$ cat src/rtl/button_debouncer_multi_debounce_channel.sv
// One button: 2-flop sync, symmetric debounce, press/release/long-press strobes.
// Latency: STABLE_CYCLES+2 edges from pin change to state. No backpressure.
module debounce_channel #(
  parameter int STABLE_CYCLES = 1000000,
  parameter int HOLD_CYCLES   = 50000000
) (
  input  logic clk,
  input  logic rst_n,
  input  logic btn_i,
  output logic state_o,
  output logic pressed_o,
  output logic released_o,
  output logic long_press_o
);
  localparam int DB_W = $clog2(STABLE_CYCLES);
  localparam int HD_W = $clog2(HOLD_CYCLES + 1);
  localparam logic [DB_W-1:0] DB_LAST = DB_W'(STABLE_CYCLES - 1);
  localparam logic [HD_W-1:0] HD_LAST = HD_W'(HOLD_CYCLES - 1);

  logic            s0_q, s0_d, s1_q, s1_d;
  logic            state_q, state_d;
  logic [DB_W-1:0] cnt_q, cnt_d;
  logic [HD_W-1:0] hcnt_q, hcnt_d;
  logic            long_done_q, long_done_d;
  logic            pressed_q, pressed_d;
  logic            released_q, released_d;
  logic            long_press_q, long_press_d;

  always_comb begin
    s0_d    = btn_i;
    s1_d    = s0_q;
    state_d = state_q;
    cnt_d   = '0;
    // Any agreeing sample leaves cnt_d at zero, restarting the window.
    if (s1_q != state_q) begin
      if (cnt_q == DB_LAST) begin
        state_d = s1_q;
      end else begin
        cnt_d = cnt_q + DB_W'(1);
      end
    end
    pressed_d  = state_d & ~state_q;
    released_d = ~state_d & state_q;

    hcnt_d       = hcnt_q;
    long_done_d  = long_done_q;
    long_press_d = 1'b0;
    if (!state_q) begin
      hcnt_d      = '0;
      long_done_d = 1'b0;
    end else if (!long_done_q) begin
      if (hcnt_q == HD_LAST) begin
        long_done_d  = 1'b1;
        long_press_d = ~released_d;  // a release on the firing edge wins
      end else begin
        hcnt_d = hcnt_q + HD_W'(1);
      end
    end
  end

  always_ff @(posedge clk) begin
    if (!rst_n) begin
      s0_q         <= 1'b0;
      s1_q         <= 1'b0;
      state_q      <= 1'b0;
      cnt_q        <= '0;
      hcnt_q       <= '0;
      long_done_q  <= 1'b0;
      pressed_q    <= 1'b0;
      released_q   <= 1'b0;
      long_press_q <= 1'b0;
    end else begin
      s0_q         <= s0_d;
      s1_q         <= s1_d;
      state_q      <= state_d;
      cnt_q        <= cnt_d;
      hcnt_q       <= hcnt_d;
      long_done_q  <= long_done_d;
      pressed_q    <= pressed_d;
      released_q   <= released_d;
      long_press_q <= long_press_d;
    end
  end

  assign state_o      = state_q;
  assign pressed_o    = pressed_q;
  assign released_o   = released_q;
  assign long_press_o = long_press_q;
endmodule

$ cat src/rtl/button_debouncer_multi.sv
// CHANNELS independent debounced buttons with optional active-low pins.
// Latency: STABLE_CYCLES+2 edges pin-to-state, all outputs registered. No backpressure.
module button_debouncer_multi #(
  parameter int CHANNELS      = 4,
  parameter int STABLE_CYCLES = 1000000,
  parameter int HOLD_CYCLES   = 50000000,
  parameter int ACTIVE_LOW    = 0
) (
  input  logic                clk,
  input  logic                rst_n,
  input  logic [CHANNELS-1:0] btn,
  output logic [CHANNELS-1:0] state,
  output logic [CHANNELS-1:0] pressed,
  output logic [CHANNELS-1:0] released,
  output logic [CHANNELS-1:0] long_press
);
  logic [CHANNELS-1:0] b;

  // Normalise so that 1 always means pressed from the synchroniser onwards.
  assign b = (ACTIVE_LOW != 0) ? ~btn : btn;

  for (genvar i = 0; i < CHANNELS; i++) begin : g_ch
    debounce_channel #(
      .STABLE_CYCLES(STABLE_CYCLES),
      .HOLD_CYCLES  (HOLD_CYCLES)
    ) u_ch (
      .clk         (clk),
      .rst_n       (rst_n),
      .btn_i       (b[i]),
      .state_o     (state[i]),
      .pressed_o   (pressed[i]),
      .released_o  (released[i]),
      .long_press_o(long_press[i])
    );
  end
endmodule

$ cat config.mk
export PLATFORM = sky130hd
export DESIGN_NAME = button_debouncer_multi
export DESIGN_NICKNAME = d
export VERILOG_FILES = /design/src/rtl/button_debouncer_multi_debounce_channel.sv /design/src/rtl/button_debouncer_multi.sv
export SDC_FILE = /design/constraint.sdc
export NUM_CORES = 1
export LEC_CHECK = 0
export ABC_AREA = 1
export BUFFER_PORTS_ARGS = -buffer_cell sky130_fd_sc_hd__buf_2
export CAP_MARGIN = 25
export CORE_ASPECT_RATIO = 0.6
export CORE_MARGIN = 2
export CORE_UTILIZATION = 35
export CTS_BUF_LIST = sky130_fd_sc_hd__clkbuf_4 sky130_fd_sc_hd__clkbuf_8 sky130_fd_sc_hd__clkbuf_16
export DETAILED_ROUTE_END_ITERATION = 8
export HOLD_SLACK_MARGIN = 0.03
export SYNTH_ARGS = -nofsm -noshare
export SYNTH_HDL_FRONTEND = slang
export SYNTH_SLANG_ARGS = --single-unit
$ cat constraint.sdc
create_clock -name clk -period 1.65 [get_ports clk]
set_input_delay 0 -clock clk [delete_from_list [all_inputs] [get_ports clk]]
set_output_delay 0 -clock clk [all_outputs]
set_load 0.03 [all_outputs]
==> results of run 1 <==
-- registers in the layout (all words and copies together), names as in the netlist --
name and cells:
g_ch.u_ch.cnt_q 80, g_ch.u_ch.state_o 4, g_ch.u_ch.long_done_q 4, g_ch.u_ch.pressed_o 4, g_ch.u_ch.long_press_o 4, g_ch.u_ch.s1_q 4
g_ch.u_ch.released_o 4, g_ch.u_ch.hcnt_q 104, g_ch.u_ch.s0_q 4
-- cell families after synthesis --
kind of cell | Yosys count | synth area share
buf+inv | 234 | 0.0915
xor+xnor | 51 | 0.0400
fa+ha+maj | 8 | 0.00897
flops | 212 | 0.380
compound gates | 134 | 0.0644
simple gates | 1023 | 0.415
-- routing by layer --
layer / vias up / GRT usage
met4: 0 / 0.0354
met1: 4801 / 0.269
li1: 5561 / -
met5: - / 0
met2: 286 / 0.224
met3: 32 / 0.0331
-- Yosys cell counts, drive strengths merged --
library cell  number  area [µm²]
nor3              52         297
inv              189         709
o211ai             1        7.51
nand2            396        1550
nand2b             1        6.26
a21oi             92         487
clkinv             1        3.75
xnor2             18         158
o21ai             28         140
nor2             341        1400
nand3b             8        63.8
and2               3        18.8
a31oi             11        68.8
o21a               2        15.0
dfxtp            212        4240
clkbuf             5        18.8
xor2              33         289
nand3            152         836
ha                 8         100
or2                4        25.0
nor3b             12        95.1
buf               39         289
nand4             51         319
and3               1        6.26
nor4               2        12.5
-- layout make-up --
cell class                      count  area, µm²
Clock buffer                       33        682
Clock inverter                      8        129
Fill cell                        3196      17500
Inverter                          190        713
Multi-Input combinational cell   1218       6290
Sequential cell                   212       4270
Tap cell                          416        520
Timing Repair Buffer              135       1130
-- cells in the final DEF, fill, tap and decap left out, types with 31 or more instances in the layout --
cell type,count
a21oi_1,82
buf_4,93
dfxtp_1,191
inv_1,181
nand2_1,368
nand3_1,131
nand4_1,51
nor2_1,287
nor2_2,31
nor3_1,41
xor2_1,33
-- tightest hold or removal path, stage by stage --
cell           delay, ps
dlygate4sd3_1        530
buf_2                240
nand2_1              100
inv_1                 40
-- worst max-delay path by stage --
| stage | cells past startpoint | slack, ps | startpoint | endpoint |
|---|---|---|---|---|
| floorplan | 11 | 130 | g_ch[3].u_ch.hcnt_q[0] | g_ch[3].u_ch.hcnt_q[13] |
| finish | 9 | 30 | g_ch[1].u_ch.hcnt_q[10] | g_ch[1].u_ch.hcnt_q[22] |
| global placement | 9 | 30 | g_ch[0].u_ch.hcnt_q[0] | g_ch[0].u_ch.hcnt_q[19] |
| global route | 9 | -40 | g_ch[0].u_ch.hcnt_q[1] | g_ch[0].u_ch.hcnt_q[12] |
| CTS | 11 | 5 | g_ch[1].u_ch.hcnt_q[0] | g_ch[1].u_ch.hcnt_q[22] |
| detailed placement | 9 | -40 | g_ch[0].u_ch.hcnt_q[0] | g_ch[0].u_ch.hcnt_q[21] |
-- repair_timing --
item,4_1_cts,5_1_grt
gates cloned,1,4
hold endpoints to repair,13,0
setup endpoints to repair,11,177
setup buffers,3,11
hold buffers,9,0
resized for setup,4,111
pin swaps,2,24
-- power breakdown --
| part | total (mW) | internal, mW | switching (mW) |
|---|---|---|---|
| combinational | 0.0899 | 0.0434 | 0.0465 |
| clock | 5.53 | 3.36 | 2.17 |
| sequential | 5.14 | 5.13 | 0.00900 |
| total | 10.8 | 8.53 | 2.22 |
==> impl_metrics.ini, run 1 <==
[timing]
rsz0062_at_grt = yes
worst_pin_slew_ps = 518
drv_slew = 0
fin_ws_ps = 25.2
finalCritPeriodShare = 0.985
hold_slack_ps = 416
tns_ps = 0
period_needed_ps = 1620
fmax_ghz = 0.615
slew_headroom = 0.655
finalHoldViolations = 0
finalSetupViolCount = 0
fin_worst_skew_ps = 13.3

[global_route]
grt.total_usage = 0.168
grt_max_degree = 23
globalRoute.totalOverflow = 0
grt_pass1_vias = 9257
grt_pass1_wl_mm = 46.2
grt_antenna_before_repair = 0

[critical_path]
cp-start-kind = flip-flop
rrSetupSlack_ps = 30
worstPathArrival_ps = 2080
path_cells = buf_4 -> nand2_1 -> nor2_1 -> nand3_1 -> nor2_1 -> nand3_1 -> nand2_1 -> inv_1 -> nor2_1
crit_path_max_fanout = 4
r2r-end = g_ch[1].u_ch.hcnt_q[22]
cp.required_ps = 2110
path_buf_inv = 2
rr_worst_depth = 9
critPathKind = flip-flop to flip-flop
r2r_start = g_ch[1].u_ch.hcnt_q[10]
slowest_delay_ps = 420
cp-end-kind = flip-flop
crit_path_top_delay_cell = dfxtp_1
crit_family = simple AND/OR/NAND/NOR gates
crit_top_cell = nor2_1

[placed_design]
dpl_worst_slack_ps = -43.2
dp_cells = 2144
routabilityCongestion = 0.968
placed_area_mm2 = 0.0122
hpwl_mm = 20.4
io_buffer_count = 21

[outcome]
outcome = completed

[clocking]
cts_buffer_depth = 3
cts_sinks = 212
cts_tree = yes
cts-buffers-inserted = 23
h-tree-depth = 1
cts.clk_slew.worst_paths_ps = 60
cts_root_buf = clkbuf_16
clk_latency_ps = 530

[pwr]
finalPower_mw = 10.8
leakage_nw = 4.90
p_per_area_mw_per_mm2 = 783
peakVddDrop_uv = 866

[final_layout]
drive_gt1_frac = 0.187
fin_cells = 2212
final_area_mm2 = 0.0137
syn_to_final_growth_pct = 23.1
final_core_util = 0.439
antennaDiodeCount = 0
final_nets = 1794

[job]
cap_violations = 0

[route]
routed_wl_mm = 28.4
wl_met2_mm = 10.8
dr_wl_met3_mm = 1.91
first_pass_iters = 5
wl_per_cell_um = 12.8
drtIter0Drc = 906
top_layer = met4
wl_met1_mm = 15.2
drc = 0
ant_nets = 0
drt-vias-per-instance = 4.83
via_count = 10700

[hold_path]
hp-class = input pin to flip-flop
min_to = g_ch[2].u_ch.s1_q
worstHoldStart = rst_n
min_path_cells = 4

[yosys]
syn-num-nets = 1676
yosysUniqueCellTypes = 41
synth_warnings = 0
syn_area_per_cell_um2 = 6.71
synth_seq_cells = 212
seq_area_frac_synth = 0.380
syn-instance-count = 1662
synth_area_mm2 = 0.0112

[floorplan]
start_util = 0.357
fp.dieArea_mm2 = 0.0334
num_rows = 50
ios = 22
die_x_um = 235
coreArea_mm2 = 0.0313
dieHeight_um = 142
Power figures use the tool's default switching activity.
==> run 2: changes to the inputs <==
Settings changed: CORE_UTILIZATION 35 to 30.
==> impl_metrics.ini, run 2 (synthesized netlist as in run 1, its figures left out) <==
[outcome]
outcome = completed

[route]
drt-vias-per-instance = 4.68
wl_per_cell_um = 12.1
ant_nets = 0
drtIter0Drc = 924
routed_wl_mm = 27.0
drc = 0
via_count = 10500
first_pass_iters = 7

[pwr]
pwr-share-seq = 0.459
internal_power_mw = 8.89
leakage_nw = 4.65
p_sw_frac = 0.206
pwr-share-comb = 0.007
peakVddDrop_uv = 588
clkPwrFrac = 0.535
power_switching_mw = 2.31
p_per_area_mw_per_mm2 = 834

[clocking]
cts_root_buf = clkbuf_16
cts_buffer_depth = 3
clk_latency_ps = 530
cts_sinks = 212
cts_tree = yes
cts-buffers-inserted = 24
h-tree-depth = 1
cts.clk_slew.worst_paths_ps = 60

[critical_path]
crit_path_top_delay_cell = dfxtp_2
rr_worst_depth = 9
worstPathArrival_ps = 2040
r2r_start = g_ch[0].u_ch.hcnt_q[1]
critPathKind = flip-flop to flip-flop
r2r-end = g_ch[0].u_ch.hcnt_q[14]
rrSetupSlack_ps = 70
slowest_delay_ps = 360
crit_family = simple AND/OR/NAND/NOR gates
cp.required_ps = 2110
cp-end-kind = flip-flop
path_cells = ha_4 -> nand2_2 -> nor2_4 -> buf_6 -> nand4_1 -> nor2_2 -> nand2_1 -> xor2_1 -> nor2_1
path_buf_inv = 1
crit_path_max_fanout = 4
cp-start-kind = flip-flop

[hold_path]
hp-class = input pin to flip-flop
min_to = g_ch[0].u_ch.s0_q
worstHoldStart = btn[0]
min_path_cells = 4

[floorplan]
num_rows = 54
ios = 22
dieHeight_um = 153
start_util = 0.306
coreArea_mm2 = 0.0365
fp.dieArea_mm2 = 0.0388
die_x_um = 253

[final_layout]
final_core_util = 0.368
syn_to_final_growth_pct = 20.3
reg_top3 = g_ch.u_ch.hcnt_q: 104 flops, g_ch.u_ch.cnt_q: 80 flops
fillers = 3789
final_cell_mix = nand2_1, nor2_1, dfxtp_1, inv_1, nand3_1
final_nets = 1753
regArea_mm2 = 0.00428
antennaDiodeCount = 0
drive_gt1_frac = 0.164
largest_reg_flops = 104
regMostFlops = g_ch.u_ch.hcnt_q
multi_input_area_mm2 = 0.00622
fin_cells = 2232
final_common_cell = nand2_1

[global_route]
globalRoute.totalOverflow = 0
grt_max_degree = 26
grt_antenna_before_repair = 0
grt.total_usage = 0.139
grt_pass1_vias = 9341
grt_pass1_wl_mm = 45.7

[timing]
slew_headroom = 0.608
fin_worst_skew_ps = 9.63
fmax_ghz = 0.632
finalHoldViolations = 0
finalSetupViolCount = 0
rsz0062_at_grt = yes
worst_pin_slew_ps = 587
finalCritPeriodShare = 0.959
drv_slew = 0
period_needed_ps = 1580

[placed_design]
io_buffer_count = 21
dp_cells = 2174
routabilityCongestion = 0.917
hpwl_mm = 19.7

[job]
cap_violations = 0
## run 2: worst register-to-register path, delay by kind of cell (launching register included)
family | cells | cell delay (ps)
buffers and inverters | 1 | 120
DFF | 1 | 360
and+or+nand+nor | 6 | 760
adders and majority gates | 1 | 140
xor gates and xnor gates | 1 | 140
## run 2: cell type report
cell class / instances / area share
inverter: 190 / 0.0531
clock buffer: 30 / 0.0508
sequential: 212 / 0.319
tap: 476 / 0.0444
multi-input combinational: 1216 / 0.463
clock inverter: 13 / 0.0159
timing repair buffer: 95 / 0.0540
## run 2: repair_timing
item | 4_1_cts | 5_1_grt
setup buffers | 0 | 9
endpoints found under the setup margin | 19 | 151
resized for setup | 2 | 106
pin swaps | 0 | 20
cloned | 0 | 0
hold buffers | 6 | 0
hold endpoints to repair | 11 | 0
## run 2: through the flow
step	hold WS (ps)	TNS [ps]	setup WS (ps)	total power, mW	area [µm²]
final	194	0	67.5	11.2	13400
after CTS	171	-0.499	-0.499	11.4	13000
after detailed placement	190	-12.8	-9.07	5.31	12000
after global placement	180	0	7.49	5.31	12000
after global routing	199	-315	-47.5	11.6	13400
after floorplan	97.6	0	133	5.29	11200
## run 2: worst max path at each step
| stage | startpoint | end | slack, ps | cells past startpoint |
|---|---|---|---|---|
| after floorplan | g_ch[3].u_ch.hcnt_q[0] | g_ch[3].u_ch.hcnt_q[13] | 130 | 11 |
| after global placement | g_ch[0].u_ch.cnt_q[0] | g_ch[0].u_ch.cnt_q[7] | 7 | 8 |
| after detailed placement | g_ch[0].u_ch.cnt_q[0] | g_ch[0].u_ch.cnt_q[18] | -9 | 8 |
| after CTS | g_ch[0].u_ch.hcnt_q[1] | g_ch[0].u_ch.hcnt_q[15] | -0.5 | 11 |
| after global routing | g_ch[3].u_ch.hcnt_q[18] | g_ch[3].u_ch.hcnt_q[12] | -50 | 9 |
| final | g_ch[0].u_ch.hcnt_q[1] | g_ch[0].u_ch.hcnt_q[14] | 70 | 9 |
## run 2: layer usage
metal	vias up	part of all wire	GRT usage
li1	5453	-	-
met1	4719	0.54	0.226
met2	247	0.37	0.185
met3	37	0.063	0.0223
met4	0	0.019	0.0301
met5	-	0	0
## run 2: power by group through the flow
stage	sequential (mW)	combinational, mW	clock [mW]
3_3_place_gp	5.25	0.0620	0
4_1_cts	5.14	0.0743	6.17
5_1_grt	5.13	0.0833	6.38
2_1_floorplan	5.25	0.0388	0
6_report	5.13	0.0747	5.99
3_5_place_dp	5.25	0.0628	0
==> run 3: changes to the inputs <==
--- a/config.mk
+++ b/config.mk
@@ -7,3 +7,3 @@
 export LEC_CHECK = 0
-export ABC_AREA = 1
+export ABC_AREA = 0
 export BUFFER_PORTS_ARGS = -buffer_cell sky130_fd_sc_hd__buf_2
@@ -19 +19,2 @@
 export SYNTH_SLANG_ARGS = --single-unit
+export TNS_END_PERCENT = 30
==> constraint.sdc (replaced) <==
create_clock -name clk -period 1.65 [get_ports clk]
set_input_delay 0.165 -clock clk [delete_from_list [all_inputs] [get_ports clk]]
set_output_delay 0.165 -clock clk [all_outputs]
set_load 0.03 [all_outputs]
==> impl_metrics.ini, run 3 <==
[critical_path]
r2r-end = g_ch[3].u_ch.hcnt_q[9]
cp-start-kind = flip-flop
r2r_start = g_ch[3].u_ch.hcnt_q[10]
cp-end-kind = flip-flop
rr_worst_depth = 6
crit_path_max_fanout = 8
critPathKind = flip-flop to flip-flop
rrSetupSlack_ps = -150
cp.required_ps = 2060
worstPathArrival_ps = 2210

[route]
wl_per_cell_um = 13.5
ant_nets = 0
via_count = 8413
first_pass_iters = 5
drc = 0
routed_wl_mm = 23.7
drt-vias-per-instance = 4.77
drtIter0Drc = 483

[global_route]
grt_pass1_wl_mm = 37.8
grt_pass1_vias = 7678
grt_max_degree = 28
grt_antenna_before_repair = 0
grt.total_usage = 0.133
globalRoute.totalOverflow = 0

[yosys]
seq_area_frac_synth = 0.443
synthTopCellsByArea = dfxtp_1, xor2_1, nor2_1
synth-simple-area-share = 0.313
syn_area_per_cell_um2 = 8.69
synth_area_mm2 = 0.00958
synthAdderAreaFrac = 0.0104
syn-num-nets = 1116
synthTopCellsByCount = dfxtp_1, nor2_1, nand2_1
yosys.area.top_type_share = 0.443
synth_warnings = 0
syn-instance-count = 1102
synth_top_family_by_area = simple AND/OR/NAND/NOR gates
synthFlopType = dfxtp_1
synth_compound_area_frac = 0.0677
synth_xor_area_frac = 0.121
muxShareOfSynthArea = 0.00731
yosysUniqueCellTypes = 66
synth_area_leader_cell = dfxtp_1
synth_seq_cells = 212
synth_edf_count = 0
yosysMostFrequentCell = dfxtp_1
ys_async_sr_fraction = 0

[final_layout]
final_core_util = 0.429
regMostFlops = g_ch.u_ch.hcnt_q
drive_gt1_frac = 0.337
antennaDiodeCount = 0
reg_top3 = g_ch.u_ch.hcnt_q: 104 flops, g_ch.u_ch.cnt_q: 80 flops
final_nets = 1346
largest_reg_flops = 104
final_cell_mix = buf_4, nor2_1, dfxtp_1, nand2_1, xor2_1
final_area_mm2 = 0.0134
syn_to_final_growth_pct = 40.2
final_common_cell = buf_4
fin_cells = 1765

[clocking]
clk_latency_ps = 530
cts.clk_slew.worst_paths_ps = 60
cts_sinks = 212
cts_buffer_depth = 3
h-tree-depth = 1
cts_root_buf = clkbuf_16
cts_tree = yes
cts-buffers-inserted = 23

[hold_path]
hp-class = input pin to flip-flop
min_path_cells = 3
worstHoldStart = btn[0]
min_to = g_ch[0].u_ch.s0_q

[timing]
finalCritPeriodShare = 1.09
drv_slew = 0
fin_worst_skew_ps = 13.0
fin_ws_ps = -149
worst_pin_slew_ps = 466
fmax_ghz = 0.556
finalHoldViolations = 0
period_needed_ps = 1800
slew_headroom = 0.687
finalSetupViolCount = 34
rsz0062_at_grt = yes

[pwr]
clkPwrFrac = 0.524
leakage_nw = 4.70
internal_power_mw = 8.68
p_sw_frac = 0.210
p_per_area_mw_per_mm2 = 818
peakVddDrop_uv = 605
power_switching_mw = 2.30
pwr-share-comb = 0.009
pwr-share-seq = 0.467

[placed_design]
io_buffer_count = 21
placed_area_mm2 = 0.0115
dp_cells = 1684
hpwl_mm = 15.5
routabilityCongestion = 0.802

[floorplan]
start_util = 0.306
ios = 22
die_x_um = 235
num_rows = 50
coreArea_mm2 = 0.0313
dieHeight_um = 142
fp.dieArea_mm2 = 0.0334

[job]
cap_violations = 0

[outcome]
violations = negative setup slack
outcome = complete, but fails checks
run 3: cell types whose count changed in the layout (fill, tap and decap cells not counted), sizes merged, moves of 62 or more:
cell   change
a21oi     -62
buf      +158
inv      -167
nand2    -310
nand3     -75
nor2     -167
run 3: power groups by stage:
stage | clock [mW] | combinational (mW) | sequential [mW]
after floorplan | 0 | 0.0382 | 5.25
after CTS | 5.92 | 0.0834 | 5.13
after global routing | 6.16 | 0.104 | 5.13
final | 5.76 | 0.0950 | 5.13
after detailed placement | 0 | 0.0740 | 5.25
after global placement | 0 | 0.0735 | 5.25
run 3: kinds of logic (layout without fill, tap and decap cells):
family,Yosys count,count (layout)
xor+xnor,132,132
compound gates,98,99
buf+inv,72,317
mux,7,7
fa+ha+maj,8,8
flops,212,212
simple gates,573,574
run 3: repair_timing:
action,in CTS,in global routing
hold buffers,5,0
pin swaps,27,58
hold endpoints to repair,5,0
gates cloned,0,5
buffers inserted,10,19
setup endpoints to repair,103,177
gates resized for setup,48,128
run 3: how the worst max path moves through the flow:
stage / startpoint / end / slack, ps / cells after the start
2_1_floorplan: g_ch[0].u_ch.cnt_q[0] / g_ch[0].u_ch.cnt_q[12] / -80 / 7
3_3_place_gp: g_ch[0].u_ch.hcnt_q[0] / g_ch[0].u_ch.hcnt_q[24] / -120 / 6
3_5_place_dp: g_ch[0].u_ch.hcnt_q[1] / g_ch[0].u_ch.hcnt_q[22] / -210 / 6
4_1_cts: g_ch[2].u_ch.hcnt_q[0] / g_ch[2].u_ch.hcnt_q[21] / -130 / 7
5_1_grt: g_ch[2].u_ch.hcnt_q[0] / g_ch[2].u_ch.hcnt_q[21] / -200 / 7
6_report: g_ch[3].u_ch.hcnt_q[10] / g_ch[3].u_ch.hcnt_q[9] / -150 / 6
run 3: stage by stage:
| step | hold slack (ps) | setup slack, ps | total power, mW | setup TNS (ps) |
|---|---|---|---|---|
| 4_1_cts | 367 | -126 | 11.1 | -1730 |
| 5_1_grt | 398 | -197 | 11.4 | -6340 |
| 2_1_floorplan | 292 | -83.3 | 5.29 | -3560 |
| 3_5_place_dp | 384 | -208 | 5.33 | -4640 |
| 3_3_place_gp | 375 | -122 | 5.33 | -2050 |
| 6_report | 391 | -149 | 11.0 | -2230 |
run 3: layout make-up:
class,count,area (µm²)
fill,2975,17800
multi-input combinational,820,5680
sequential,212,4310
timing repair buffer,254,2010
clock buffer,27,624
tap,416,520
clock inverter,15,219
inverter,21,78.8
run 3: worst max-delay path, stage by stage, from the launching register on:
cell and delay (ps):
dfxtp_2 320, or4_4 540, nor4_4 250, buf_4 190, a21o_4 210, or4_4 150
a21oi_2 40
run 3: routing by layer:
layer	vias to the layer above	track usage	wire, µm
met3	34	0.0260	885
met4	0	0.0343	488
met1	3904	0.203	12600
met5	-	0	0
met2	138	0.189	9740
li1	4337	-	-
